## src/rtl/lsu_port_arbiter.sv

```systemverilog
// lsu_port_arbiter: shares one LSU port between the cpu MEM stage and an ext requester.
// Latency: combinational grant, registered mem_* command next cycle, rvalid RD_LAT+1 cycles after grant.
// Backpressure: cpu wins by default and stalls only when ext is forced after STARVE_LIMIT losses.
// Ports: clk_i/rst_i; cpu_*/ext_* request fields with gnt, rvalid and rdata back;
//   cpu_stall_o; mem_* registered LSU command; mem_rdata_i load data from the LSU.
module lsu_port_arbiter #(
   parameter int RD_LAT       = 1,
   parameter int STARVE_LIMIT = 4
) (
   input  logic        clk_i,
   input  logic        rst_i,
   input  logic        cpu_req_i,
   input  logic        cpu_we_i,
   input  logic [31:0] cpu_addr_i,
   input  logic [31:0] cpu_wdata_i,
   input  logic [2:0]  cpu_mem_op_i,
   input  logic        ext_req_i,
   input  logic        ext_we_i,
   input  logic [31:0] ext_addr_i,
   input  logic [31:0] ext_wdata_i,
   input  logic [2:0]  ext_mem_op_i,
   output logic        cpu_gnt_o,
   output logic        ext_gnt_o,
   output logic        cpu_stall_o,
   output logic        cpu_rvalid_o,
   output logic        ext_rvalid_o,
   output logic [31:0] cpu_rdata_o,
   output logic [31:0] ext_rdata_o,
   output logic        mem_req_o,
   output logic        mem_we_o,
   output logic [31:0] mem_addr_o,
   output logic [31:0] mem_wdata_o,
   output logic [2:0]  mem_op_o,
   input  logic [31:0] mem_rdata_i
);

   localparam logic [3:0] LIMIT = 4'(STARVE_LIMIT);

   logic [3:0]        starve_cnt;
   logic              force_ext;
   logic              cpu_gnt;
   logic              ext_gnt;
   logic              load_issue;
   // tag_vld/tag_own: one slot per cycle of LSU read latency; own = 1 means ext
   logic [RD_LAT-1:0] tag_vld;
   logic [RD_LAT-1:0] tag_own;
   logic              cpu_rvalid_q;
   logic              ext_rvalid_q;
   logic [31:0]       cpu_rdata_q;
   logic [31:0]       ext_rdata_q;

   // ext is pushed through only once it has lost STARVE_LIMIT times in a row
   assign force_ext  = ext_req_i & (starve_cnt == LIMIT);
   assign cpu_gnt    = ~rst_i & cpu_req_i & ~force_ext;
   assign ext_gnt    = ~rst_i & ext_req_i & (~cpu_req_i | force_ext);
   assign load_issue = (cpu_gnt & ~cpu_we_i) | (ext_gnt & ~ext_we_i);

   assign cpu_gnt_o   = cpu_gnt;
   assign ext_gnt_o   = ext_gnt;
   assign cpu_stall_o = ~rst_i & cpu_req_i & ~cpu_gnt;

   // Starvation counter: counts consecutive cpu wins while ext waits
   always_ff @(posedge clk_i or posedge rst_i) begin
      if (rst_i) begin
         starve_cnt <= '0;
      end else if (ext_gnt | ~ext_req_i) begin
         starve_cnt <= '0;
      end else if (cpu_gnt && starve_cnt != LIMIT) begin
         starve_cnt <= starve_cnt + 4'd1;
      end
   end

   // Command register: fields are captured only in the grant cycle and
   // otherwise hold, so only mem_req_o drops when there is no grant.
   always_ff @(posedge clk_i or posedge rst_i) begin
      if (rst_i) begin
         mem_req_o   <= 1'b0;
         mem_we_o    <= 1'b0;
         mem_addr_o  <= '0;
         mem_wdata_o <= '0;
         mem_op_o    <= '0;
      end else begin
         mem_req_o <= cpu_gnt | ext_gnt;
         if (cpu_gnt) begin
            mem_we_o    <= cpu_we_i;
            mem_addr_o  <= cpu_addr_i;
            mem_wdata_o <= cpu_wdata_i;
            mem_op_o    <= cpu_mem_op_i;
         end else if (ext_gnt) begin
            mem_we_o    <= ext_we_i;
            mem_addr_o  <= ext_addr_i;
            mem_wdata_o <= ext_wdata_i;
            mem_op_o    <= ext_mem_op_i;
         end
      end
   end

   // Owner tags travel alongside the LSU pipeline. Stage 0 is visible in the
   // cycle mem_req_o is high; the registered rvalid adds the final cycle so it
   // lines up with mem_rdata_i.
   always_ff @(posedge clk_i or posedge rst_i) begin
      if (rst_i) begin
         tag_vld <= '0;
         tag_own <= '0;
      end else begin
         tag_vld[0] <= load_issue;
         tag_own[0] <= ext_gnt;
         for (int i = 1; i < RD_LAT; i++) begin
            tag_vld[i] <= tag_vld[i-1];
            tag_own[i] <= tag_own[i-1];
         end
      end
   end

   always_ff @(posedge clk_i or posedge rst_i) begin
      if (rst_i) begin
         cpu_rvalid_q <= 1'b0;
         ext_rvalid_q <= 1'b0;
         cpu_rdata_q  <= '0;
         ext_rdata_q  <= '0;
      end else begin
         cpu_rvalid_q <= tag_vld[RD_LAT-1] & ~tag_own[RD_LAT-1];
         ext_rvalid_q <= tag_vld[RD_LAT-1] & tag_own[RD_LAT-1];
         if (cpu_rvalid_q) cpu_rdata_q <= mem_rdata_i;
         if (ext_rvalid_q) ext_rdata_q <= mem_rdata_i;
      end
   end

   // Load data passes straight through in the valid cycle; the held copy
   // keeps each owner's last value stable afterwards.
   assign cpu_rvalid_o = cpu_rvalid_q;
   assign ext_rvalid_o = ext_rvalid_q;
   assign cpu_rdata_o  = cpu_rvalid_q ? mem_rdata_i : cpu_rdata_q;
   assign ext_rdata_o  = ext_rvalid_q ? mem_rdata_i : ext_rdata_q;

endmodule

```

## config.mk

```make
export PLATFORM = sky130hd
export DESIGN_NAME = lsu_port_arbiter
export DESIGN_NICKNAME = d
export VERILOG_FILES = /design/src/rtl/lsu_port_arbiter.sv
export SDC_FILE = /design/constraint.sdc
export NUM_CORES = 1
export LEC_CHECK = 0
export ABC_AREA = 1
export ABC_CLOCK_PERIOD_IN_PS = 3250
export CORE_AREA = 2 2 120 122
export CTS_CLUSTER_SIZE = 10
export DETAILED_ROUTE_END_ITERATION = 12
export DIE_AREA = 0 0 122 124
export DONT_BUFFER_PORTS = 1
export PLACE_DENSITY_LB_ADDON = 0.12
export SYNTH_ARGS = -nofsm -noshare
export SYNTH_HDL_FRONTEND = slang
export SYNTH_SLANG_ARGS = --single-unit
```

## constraint.sdc

```tcl
create_clock -name clk_i -period 3.25 [get_ports clk_i]
set_clock_uncertainty 0.2 [all_clocks]
set_input_delay 0.325 -clock clk_i [delete_from_list [all_inputs] [get_ports clk_i]]
set_output_delay 0.325 -clock clk_i [all_outputs]
set_load 0.05 [all_outputs]
```

==> results of run 1 <==
report_power, final:
part	total [mW]	internal (mW)	switching, mW
registers	2.68	2.06	0.617
logic	1.51	0.404	1.10
clock network	1.93	1.22	0.711
total	6.11	3.68	2.43
worst paths after layout:
kind                            cells after the start  slack [ps]                          to                      start
worst max-delay path                                7         370                   cpu_gnt_o  starve_cnt[0]$_DFFE_PP0P_
worst min-delay path                                4          70   starve_cnt[1]$_DFFE_PP0P_                  cpu_req_i
worst max register to register                      9         420  mem_addr_o[14]$_DFFE_PP0P_  starve_cnt[0]$_DFFE_PP0P_
worst min register to register                      1         220      cpu_rvalid_o$_DFF_PP0_          tag_own$_DFF_PP0_
max in group asynchronous                           3        1680      ext_rvalid_o$_DFF_PP0_                      rst_i
min in group asynchronous                           3         570  mem_addr_o[28]$_DFFE_PP0P_                      rst_i
sequential cells by signal, summed over array words and instances (netlist names):
register and flops:
mem_op_o 3, mem_we_o 1, mem_addr_o 32, tag_vld 1, tag_own 1, mem_wdata_o 32
ext_rdata_q 32, starve_cnt 4, cpu_rvalid_o 1, cpu_rdata_q 32, mem_req_o 1, ext_rvalid_o 1
routing by layer:
layer / global-route usage / part of all wire
met2: 0.434 / 0.51
met3: 0.100 / 0.11
met4: 0.111 / 0.029
met1: 0.253 / 0.36
met5: 0 / 0
Yosys cell counts:
library cell and count:
buf_6 2, clkbuf_1 16, buf_4 4, inv_1 145
ha_1 2, mux2_1 5, buf_2 21, nand2_1 214
nand3_1 139, o21ai_0 4, dfrtp_1 141, a21oi_1 1
xor2_1 2, nand4_2 1, inv_2 3, mux2_2 59
nor2_1 3, nand2_2 3
kinds of logic after synthesis:
family | count (synthesis) | share of synthesized area
AND/OR/NAND/NOR | 360 | 0.232
XOR/XNOR | 2 | 0.00264
flip-flops | 141 | 0.532
AO/OA/AOI/OAI | 5 | 0.00377
adder cells (fa/ha/maj) | 2 | 0.00377
multiplexers | 64 | 0.109
buffers and inverters | 191 | 0.117
per-stage QoR:
step,worst slack [ps],instance area [um^2],std cells
after floorplan,441,6630,765
after global routing,152,8750,1086
after CTS,320,8750,1086
after detailed placement,778,6750,914
after global placement,833,6750,914
final,368,8750,1086
tightest hold or removal path, stage by stage:
cell and delay (ps):
nand2_1 80, nor2_1 80, nand2_1 60, o21ai_0 90
layout make-up:
| cell class | instances | area, um^2 |
|---|---|---|
| fillers | 1096 | 4960 |
| repair buffers | 154 | 1510 |
| flip-flops and latches | 141 | 3530 |
| clock buffers | 20 | 447 |
| clock inverters | 10 | 141 |
| inverters | 148 | 561 |
| multi-input cells | 433 | 2340 |
| well taps | 180 | 225 |
==> metrics.md, run 1 <==
| Metric | Value |
|---|---|
| Status | `finished clean` |
| Max-slew violations | `0` |
| Layout area overhead | `32.0%` |
| Diode count | `0` |
| CTS Hold Bufs | `142` |
| Core Region | `13700 um^2` |
| Synth cell types | `18` |
| Final HPWL DP | `approximately 12 mm` |
| CP arrival | `around 2400 ps` |
| Yosys reg bits | `141` |
| Vias in the first global route | `5667` |
| Final wirelength | `18.5 mm` |
| Gate Count Post-Synth | `765` |
| Synth warnings | `0` |
| GPL Wtd Cong | `0.760` |
| Initial DRT Pass Iterations | `5` |
| Critical path class | `reg -> out` |
| Synthesized area | `6630 um^2` |
| Setup TNS | `0 ps` |
| Actual slew at the worst max-slew pin | `986 ps` |
| Critical Path End Type | `primary output` |
| Critical path's slowest cell | `nand4_4` |
| Slew margin rel. | `0.343` |
| Via count | `5626` |
| Critical Path RT | `2720 ps` |
| Synthesized net count | `about 940` |
| Worst hold slack | `around 72 ps` |
| PwrDens | `698 nW/um^2` |
| Max VDD drop | `roughly 370 uV` |
| First-pass GRT wire length | `28.2 mm` |
| Clk_lat worst skew | `420 ps` |
| Syn Area/Cell | `8.67 um^2` |
| Longest Clk Path Bufs | `2` |
| Type of element launching the critical path | `flip-flop` |
| Final hold viol count | `0` |
| Post-CTS Setup Inserts | `0` |
| Max incr delay on CP | `400 ps` |
| Die area | `between 15000 and 20000 um^2` |
| Core Util, Final | `0.638` |
| Most frequent cells in the layout | `214 x nand2_1, 145 x inv_1, 142 x dlygate4sd3_1, 139 x nand3_1, 139 x dfrtp_1` |
| Register area share after synthesis | `0.532` |
| GRT Total Usage | `0.245` |
| CP top delay family | `buffers and inverters` |
| Unrepaired setup endpoints after global routing | `no` |
| Yosys top cell area share | `0.532` |
| CTS tree | `yes` |
| Width of the chip | `122 um` |
| Total CTS buffers | `17` |
| # clock sinks | `141` |
| Period utilization | `0.887` |
| # rows | `43` |
| PostCTS Resize Cnt | `0` |
| Port bufs | `0` |
| Synth area leaders | `dfrtp_1 53%, nand2_1 12%, nand3_1 10%, mux2_2 10%, inv_1 8.2%` |
| Vias per cell | `5.18` |
| Commonest non-fill, non-tap cell in the layout | `nand2_1` |
| Initial drt markers | `294` |
| Min Clock Period, post-route | `2880 ps` |
| Starting density of the core | `0.483` |
| Max frequency | `between 300 and 400 MHz` |
| DR WL/cell | `17.0 um` |
| Leak | `4.53 nW` |
| Largest net degree at the start of global routing | `73` |
| Tot Pwr | `about 6.1 mW` |
| Die Ht | `about 120 um` |
| Synth area leader | `dfrtp_1` |
| Layout cells sized above 1 | `0.119` |
| Antenna violations before repair | `0` |
| Crit Path Max Fanout | `35` |
| Final net count | `roughly 1100` |
| Grt total ovfl | `0` |
| Detail Route Antenna Nets | `0` |
| I/O Pins | `310` |
| Hold Path Class | `in -> reg` |
| Max-cap viol count | `0` |
| Endpoints failing setup | `0` |
| CP Buf/Inv Count | `4` |
| Worst path cell trace | `inv_1 > ha_1 > nand4_4 > nand2_2 > buf_4 > inv_1 > buf_4` |
| H-tree depth | `4` |
| Clock Pin Slew Worst Setup and Hold Paths | `60 ps` |
| Root buffer cell | `clkbuf_16` |
| Drc violations | `0` |
No activity file was read; power rests on OpenSTA's default activity.
==> run 2, diff against run 1 <==
--- a/config.mk
+++ b/config.mk
@@ -8,6 +8,7 @@
 export ABC_AREA = 1
 export ABC_CLOCK_PERIOD_IN_PS = 3250
 export CORE_AREA = 2 2 120 122
+export CTS_BUF_LIST = sky130_fd_sc_hd__clkbuf_4
 export CTS_CLUSTER_SIZE = 10
 export DETAILED_ROUTE_END_ITERATION = 12
 export DIE_AREA = 0 0 122 124
==> metrics.md, run 2 (same netlist as run 1, synthesis figures left out) <==
| Metric | Value |
|---|---|
| Commonest non-fill, non-tap cell in the layout | `nand2_1 (unchanged)` |
| DR WL/cell | `17.3 um (was 17.0 um)` |
| CP arrival | `2420 ps (was 2360 ps)` |
| Vias per cell | `5.18 (about the same)` |
| Multi-input logic area | `2350 um^2 (was 2340 um^2)` |
| Initial drt markers | `301 (was 294)` |
| Hold Path Class | `in -> reg (unchanged)` |
| Unrepaired setup endpoints after global routing | `no (unchanged)` |
| Max frequency | `339 MHz (was 347 MHz)` |
| Tot Pwr | `5.39 mW (was 6.11 mW)` |
| First-pass GRT wire length | `29.1 mm (was 28.2 mm)` |
| Min Clock Period, post-route | `2950 ps (was 2880 ps)` |
| PwrDens | `612 nW/um^2 (was 698 nW/um^2)` |
| Sequential cell area | `3530 um^2 (unchanged)` |
| Root buffer cell | `clkbuf_4 (was clkbuf_16)` |
| Width of the chip | `122 um (unchanged)` |
| Critical Path End Type | `primary output (unchanged)` |
| Longest Clk Path Bufs | `2 (unchanged)` |
| Max-cap viol count | `0 (unchanged)` |
| Max VDD drop | `284 uV (was 366 uV)` |
| Die Ht | `124 um (unchanged)` |
| Final hold viol count | `0 (unchanged)` |
| Status | `finished clean (unchanged)` |
| Setup TNS | `0 ps (unchanged)` |
| Core Region | `13700 um^2 (unchanged)` |
| Type of element launching the critical path | `flip-flop (unchanged)` |
| Number of fill cells | `1099 (was 1096)` |
| Actual slew at the worst max-slew pin | `1000 ps (was 986 ps)` |
| Slew margin rel. | `0.333 (was 0.343)` |
| Via count | `5803 (was 5626)` |
| Final HPWL DP | `12.2 mm (unchanged)` |
| Clk_lat worst skew | `540 ps (was 420 ps)` |
| Grt total ovfl | `0 (unchanged)` |
| Die area | `15100 um^2 (unchanged)` |
| Endpoints failing setup | `0 (unchanged)` |
| # clock sinks | `141 (unchanged)` |
| Period utilization | `0.907 (was 0.887)` |
| Drc violations | `0 (unchanged)` |
| Critical path class | `reg -> out (unchanged)` |
| Layout area overhead | `32.7% (was 32.0%)` |
| Final net count | `1103 (was 1069)` |
| # rows | `43 (unchanged)` |
| H-tree depth | `4 (unchanged)` |
| Crit Path Max Fanout | `35 (unchanged)` |
| Leak | `4.55 nW (was 4.53 nW)` |
| GRT Total Usage | `0.253 (was 0.245)` |
| Layout cells sized above 1 | `0.117 (was 0.119)` |
| PostCTS Resize Cnt | `0 (unchanged)` |
| Largest net degree at the start of global routing | `73 (unchanged)` |
| I/O Pins | `310 (unchanged)` |
| Vias in the first global route | `5847 (was 5667)` |
| Max-slew violations | `0 (unchanged)` |
| Starting density of the core | `0.483 (unchanged)` |
| GPL Wtd Cong | `0.760 (unchanged)` |
| Post-CTS Setup Inserts | `0 (unchanged)` |
| Detail Route Antenna Nets | `0 (unchanged)` |
| Initial DRT Pass Iterations | `5 (unchanged)` |
| Total CTS buffers | `17 (unchanged)` |
| Antenna violations before repair | `1 (was 0)` |
| CTS tree | `yes (unchanged)` |
| Port bufs | `0 (unchanged)` |
| Final wirelength | `19.4 mm (was 18.5 mm)` |
| Clock Pin Slew Worst Setup and Hold Paths | `110 ps (was 60 ps)` |
| Critical Path RT | `2720 ps (about the same)` |
| Most frequent cells in the layout | `214 x nand2_1, 175 x dlygate4sd3_1, 145 x inv_1, 139 x nand3_1, 139 x dfrtp_1 (was 214 x nand2_1, 145 x inv_1, 142 x dlygate4sd3_1, 139 x nand3_1, 139 x dfrtp_1)` |
==> run 2: cell count changes in the layout (fill, tap and decap cells not counted), sizes merged <==
cell         before  now
clkbuf           20   19
nand4             1    2
diode             0    1
dlygate4sd3     142  175
clkinv            4    5
==> run 2: report_power, final <==
part	internal, mW	switching [mW]
combinational	0.431	1.12
clock	0.541	0.614
sequential	2.05	0.623
total	3.03	2.36
==> run 2: path summary, 6_finish.rpt <==
path	slack [ps]	to	cells after the start	startpoint
worst max-delay path	300	cpu_gnt_o	7	starve_cnt[0]$_DFFE_PP0P_
max in group asynchronous	1790	ext_rvalid_o$_DFF_PP0_	3	rst_i
worst min register to register	240	cpu_rvalid_o$_DFF_PP0_	1	tag_own$_DFF_PP0_
worst min-delay path	80	mem_we_o$_DFFE_PP0P_	4	ext_req_i
worst max register to register	470	mem_addr_o[12]$_DFFE_PP0P_	9	starve_cnt[0]$_DFFE_PP0P_
min in group asynchronous	430	tag_own$_DFF_PP0_	3	rst_i
==> run 2: per-layer routing <==
layer | part of all wire | global-route usage
met4 | 0.027 | 0.112
met2 | 0.51 | 0.450
met3 | 0.098 | 0.102
met1 | 0.36 | 0.263
met5 | 0 | 0
==> run 2: critical path, cell delays in order (launching register included) <==
cell and delay (ps):
dfrtp_1 420, inv_1 100, ha_1 310, nand4_4 280, nand2_2 140, buf_4 350, inv_1 80, buf_4 200
==> run 2: metrics by stage <==
stage          instances  hold slack [ps]  area (um^2)  setup WS [ps]   util
2_1_floorplan        765              200         6630            441      -
4_1_cts             1119             53.8         8780            146  0.640
5_1_grt             1121             51.7         8800           79.9  0.641
3_5_place_dp         914              215         6750            778  0.492
3_3_place_gp         914              209         6750            833  0.492
6_report            1121             78.8         8800            302  0.641
==> run 2: repair_timing <==
item | CTS | global route
setup endpoints to repair | 0 | 1
hold buffers | 175 | 0
endpoints found under the hold margin | 273 | 0
==> run 2: cell type report <==
type	instances	area share
sequential	141	0.401
inverter	148	0.0637
clock inverter	11	0.0165
tap	180	0.0256
timing repair buffer	187	0.209
multi-input combinational	434	0.267
clock buffer	19	0.0162
antenna	1	0.000284
==> run 3, diff against run 2 <==
--- a/config.mk
+++ b/config.mk
@@ -13,6 +13,7 @@
 export DETAILED_ROUTE_END_ITERATION = 12
 export DIE_AREA = 0 0 122 124
 export DONT_BUFFER_PORTS = 1
+export HOLD_SLACK_MARGIN = 0.08
 export PLACE_DENSITY_LB_ADDON = 0.12
 export SYNTH_ARGS = -nofsm -noshare
 export SYNTH_HDL_FRONTEND = slang
==> metrics.md, run 3 (same netlist as run 1, synthesis figures left out) <==
| Metric | Value |
|---|---|
| Critical Path End Type | `primary output (unchanged)` |
| Critical Path RT | `2720 ps (about the same)` |
| Vias per cell | `5.18 (about the same)` |
| Most frequent cells in the layout | `214 x nand2_1, 177 x dlygate4sd3_1, 145 x inv_1, 139 x nand3_1, 139 x dfrtp_1 (was 214 x nand2_1, 175 x dlygate4sd3_1, 145 x inv_1, 139 x nand3_1, 139 x dfrtp_1)` |
| I/O Pins | `310 (unchanged)` |
| Layout cells sized above 1 | `0.117 (about the same)` |
| Type of element launching the critical path | `flip-flop (unchanged)` |
| Core Util, Final | `0.643 (was 0.641)` |
| Max VDD drop | `284 uV (about the same)` |
| Worst path cell trace | `inv_1 > ha_1 > nand4_4 > nand2_2 > buf_4 > inv_1 > buf_4 (unchanged)` |
| Vias in the first global route | `5844 (was 5847)` |
| Core Region | `13700 um^2 (unchanged)` |
| GPL Wtd Cong | `0.760 (unchanged)` |
| First-pass GRT wire length | `29.1 mm (about the same)` |
| # rows | `43 (unchanged)` |
| Actual slew at the worst max-slew pin | `999 ps (was 1000 ps)` |
| Antenna violations before repair | `1 (unchanged)` |
| Status | `finished clean (unchanged)` |
| Detail Route Antenna Nets | `0 (unchanged)` |
| Width of the chip | `122 um (unchanged)` |
| Commonest non-fill, non-tap cell in the layout | `nand2_1 (unchanged)` |
| Leak | `4.55 nW (about the same)` |
| H-tree depth | `4 (unchanged)` |
| Final wirelength | `19.5 mm (was 19.4 mm)` |
| Via count | `5816 (was 5803)` |
| Number of fill cells | `1097 (was 1099)` |
| Critical path's slowest cell | `dfrtp_1 (unchanged)` |
| Root buffer cell | `clkbuf_4 (unchanged)` |
| Total CTS buffers | `17 (unchanged)` |
| CP Buf/Inv Count | `4 (unchanged)` |
| PostCTS Resize Cnt | `0 (unchanged)` |
| Multi-input logic area | `2350 um^2 (unchanged)` |
| Critical path class | `reg -> out (unchanged)` |
| Hold Path Class | `in -> reg (unchanged)` |
| Max frequency | `337 MHz (was 339 MHz)` |
| # clock sinks | `141 (unchanged)` |
| Sequential cell area | `3530 um^2 (unchanged)` |
| Die Ht | `124 um (unchanged)` |
| CP arrival | `2440 ps (was 2420 ps)` |
| Post-CTS Setup Inserts | `0 (unchanged)` |
| Longest Clk Path Bufs | `2 (unchanged)` |
| Setup TNS | `0 ps (unchanged)` |
| CP top delay family | `buffers and inverters (unchanged)` |
| Max-cap viol count | `0 (unchanged)` |
| Max-slew violations | `0 (unchanged)` |
| Final net count | `1105 (was 1103)` |
| Unrepaired setup endpoints after global routing | `no (unchanged)` |
| Initial DRT Pass Iterations | `7 (was 5)` |
| Cell area after layout | `8820 um^2 (was 8800 um^2)` |
| Layout area overhead | `33.0% (was 32.7%)` |
| Period utilization | `0.912 (was 0.907)` |
| Initial drt markers | `286 (was 301)` |
| GRT Total Usage | `0.253 (about the same)` |
| Largest net degree at the start of global routing | `73 (unchanged)` |
| Endpoints failing setup | `0 (unchanged)` |
| Final HPWL DP | `12.2 mm (unchanged)` |
| Grt total ovfl | `0 (unchanged)` |
| Crit Path Max Fanout | `35 (unchanged)` |
| Final hold viol count | `0 (unchanged)` |
| DR WL/cell | `17.3 um (about the same)` |
| Slew margin rel. | `0.334 (was 0.333)` |
| Post-DP Area | `6750 um^2 (unchanged)` |
| Max incr delay on CP | `420 ps (about the same)` |
| PwrDens | `611 nW/um^2 (was 612 nW/um^2)` |
| CTS tree | `yes (unchanged)` |
| Drc violations | `0 (unchanged)` |
| Clock Pin Slew Worst Setup and Hold Paths | `120 ps (was 110 ps)` |
| Die area | `15100 um^2 (unchanged)` |
| Starting density of the core | `0.483 (unchanged)` |
| Min Clock Period, post-route | `2960 ps (was 2950 ps)` |
| Port bufs | `0 (unchanged)` |
| Clk_lat worst skew | `550 ps (was 540 ps)` |
==> run 3: worst reg2reg max path: cells and delay by family, from the launching register on <==
kind	cells	cell delay [ps]
flip-flops	1	420
AND/OR/NAND/NOR	5	730
buffers and inverters	3	1030
adder cells (fa/ha/maj)	1	310
==> run 3: what timing repair did <==
action,in CTS,in global routing
endpoints found under the setup margin,0,1
hold buffers,175,2
endpoints found under the hold margin,274,2
==> run 3: layout make-up <==
type / instances / share of cell area
sequential: 141 / 0.400
multi-input combinational: 434 / 0.267
timing repair buffer: 189 / 0.211
inverter: 148 / 0.0636
tap: 180 / 0.0255
clock inverter: 11 / 0.0165
clock buffer: 19 / 0.0162
antenna: 1 / 0.000284
==> run 3: metrics by stage <==
step                      instances  setup WS, ps  power [mW]  hold WS, ps
after global placement          914           833        4.03          209
after global routing           1123          79.9        5.65         83.9
after floorplan                 765           441        3.85          200
after CTS                      1119           146        5.41         83.6
after detailed placement        914           778        4.06          215
final                          1123           286        5.39          127
==> run 3: routing by layer <==
metal,track usage,wire length [um],vias to the layer above
met5,0,0,-
met1,0.264,7050,2793
li1,-,-,2685
met3,0.102,1900,50
met2,0.449,9920,288
met4,0.112,587,0
==> run 3: worst paths after layout <==
path,start,endpoint,slack [ps],cells after the start
min in group asynchronous,rst_i,tag_own$_DFF_PP0_,420,3
max in group asynchronous,rst_i,ext_rvalid_o$_DFF_PP0_,1800,3
hold reg to reg,tag_own$_DFF_PP0_,cpu_rvalid_o$_DFF_PP0_,240,1
hold / removal,mem_rdata_i[16],ext_rdata_q[16]$_DFF_PP0_,130,1
setup / recovery,starve_cnt[0]$_DFFE_PP0P_,cpu_gnt_o,290,7
setup reg to reg,starve_cnt[0]$_DFFE_PP0P_,mem_addr_o[12]$_DFFE_PP0P_,460,9
==> run 3: power by group <==
group | internal [mW] | switching, mW
clock | 0.541 | 0.617
combinational | 0.432 | 1.13
sequential | 2.05 | 0.623
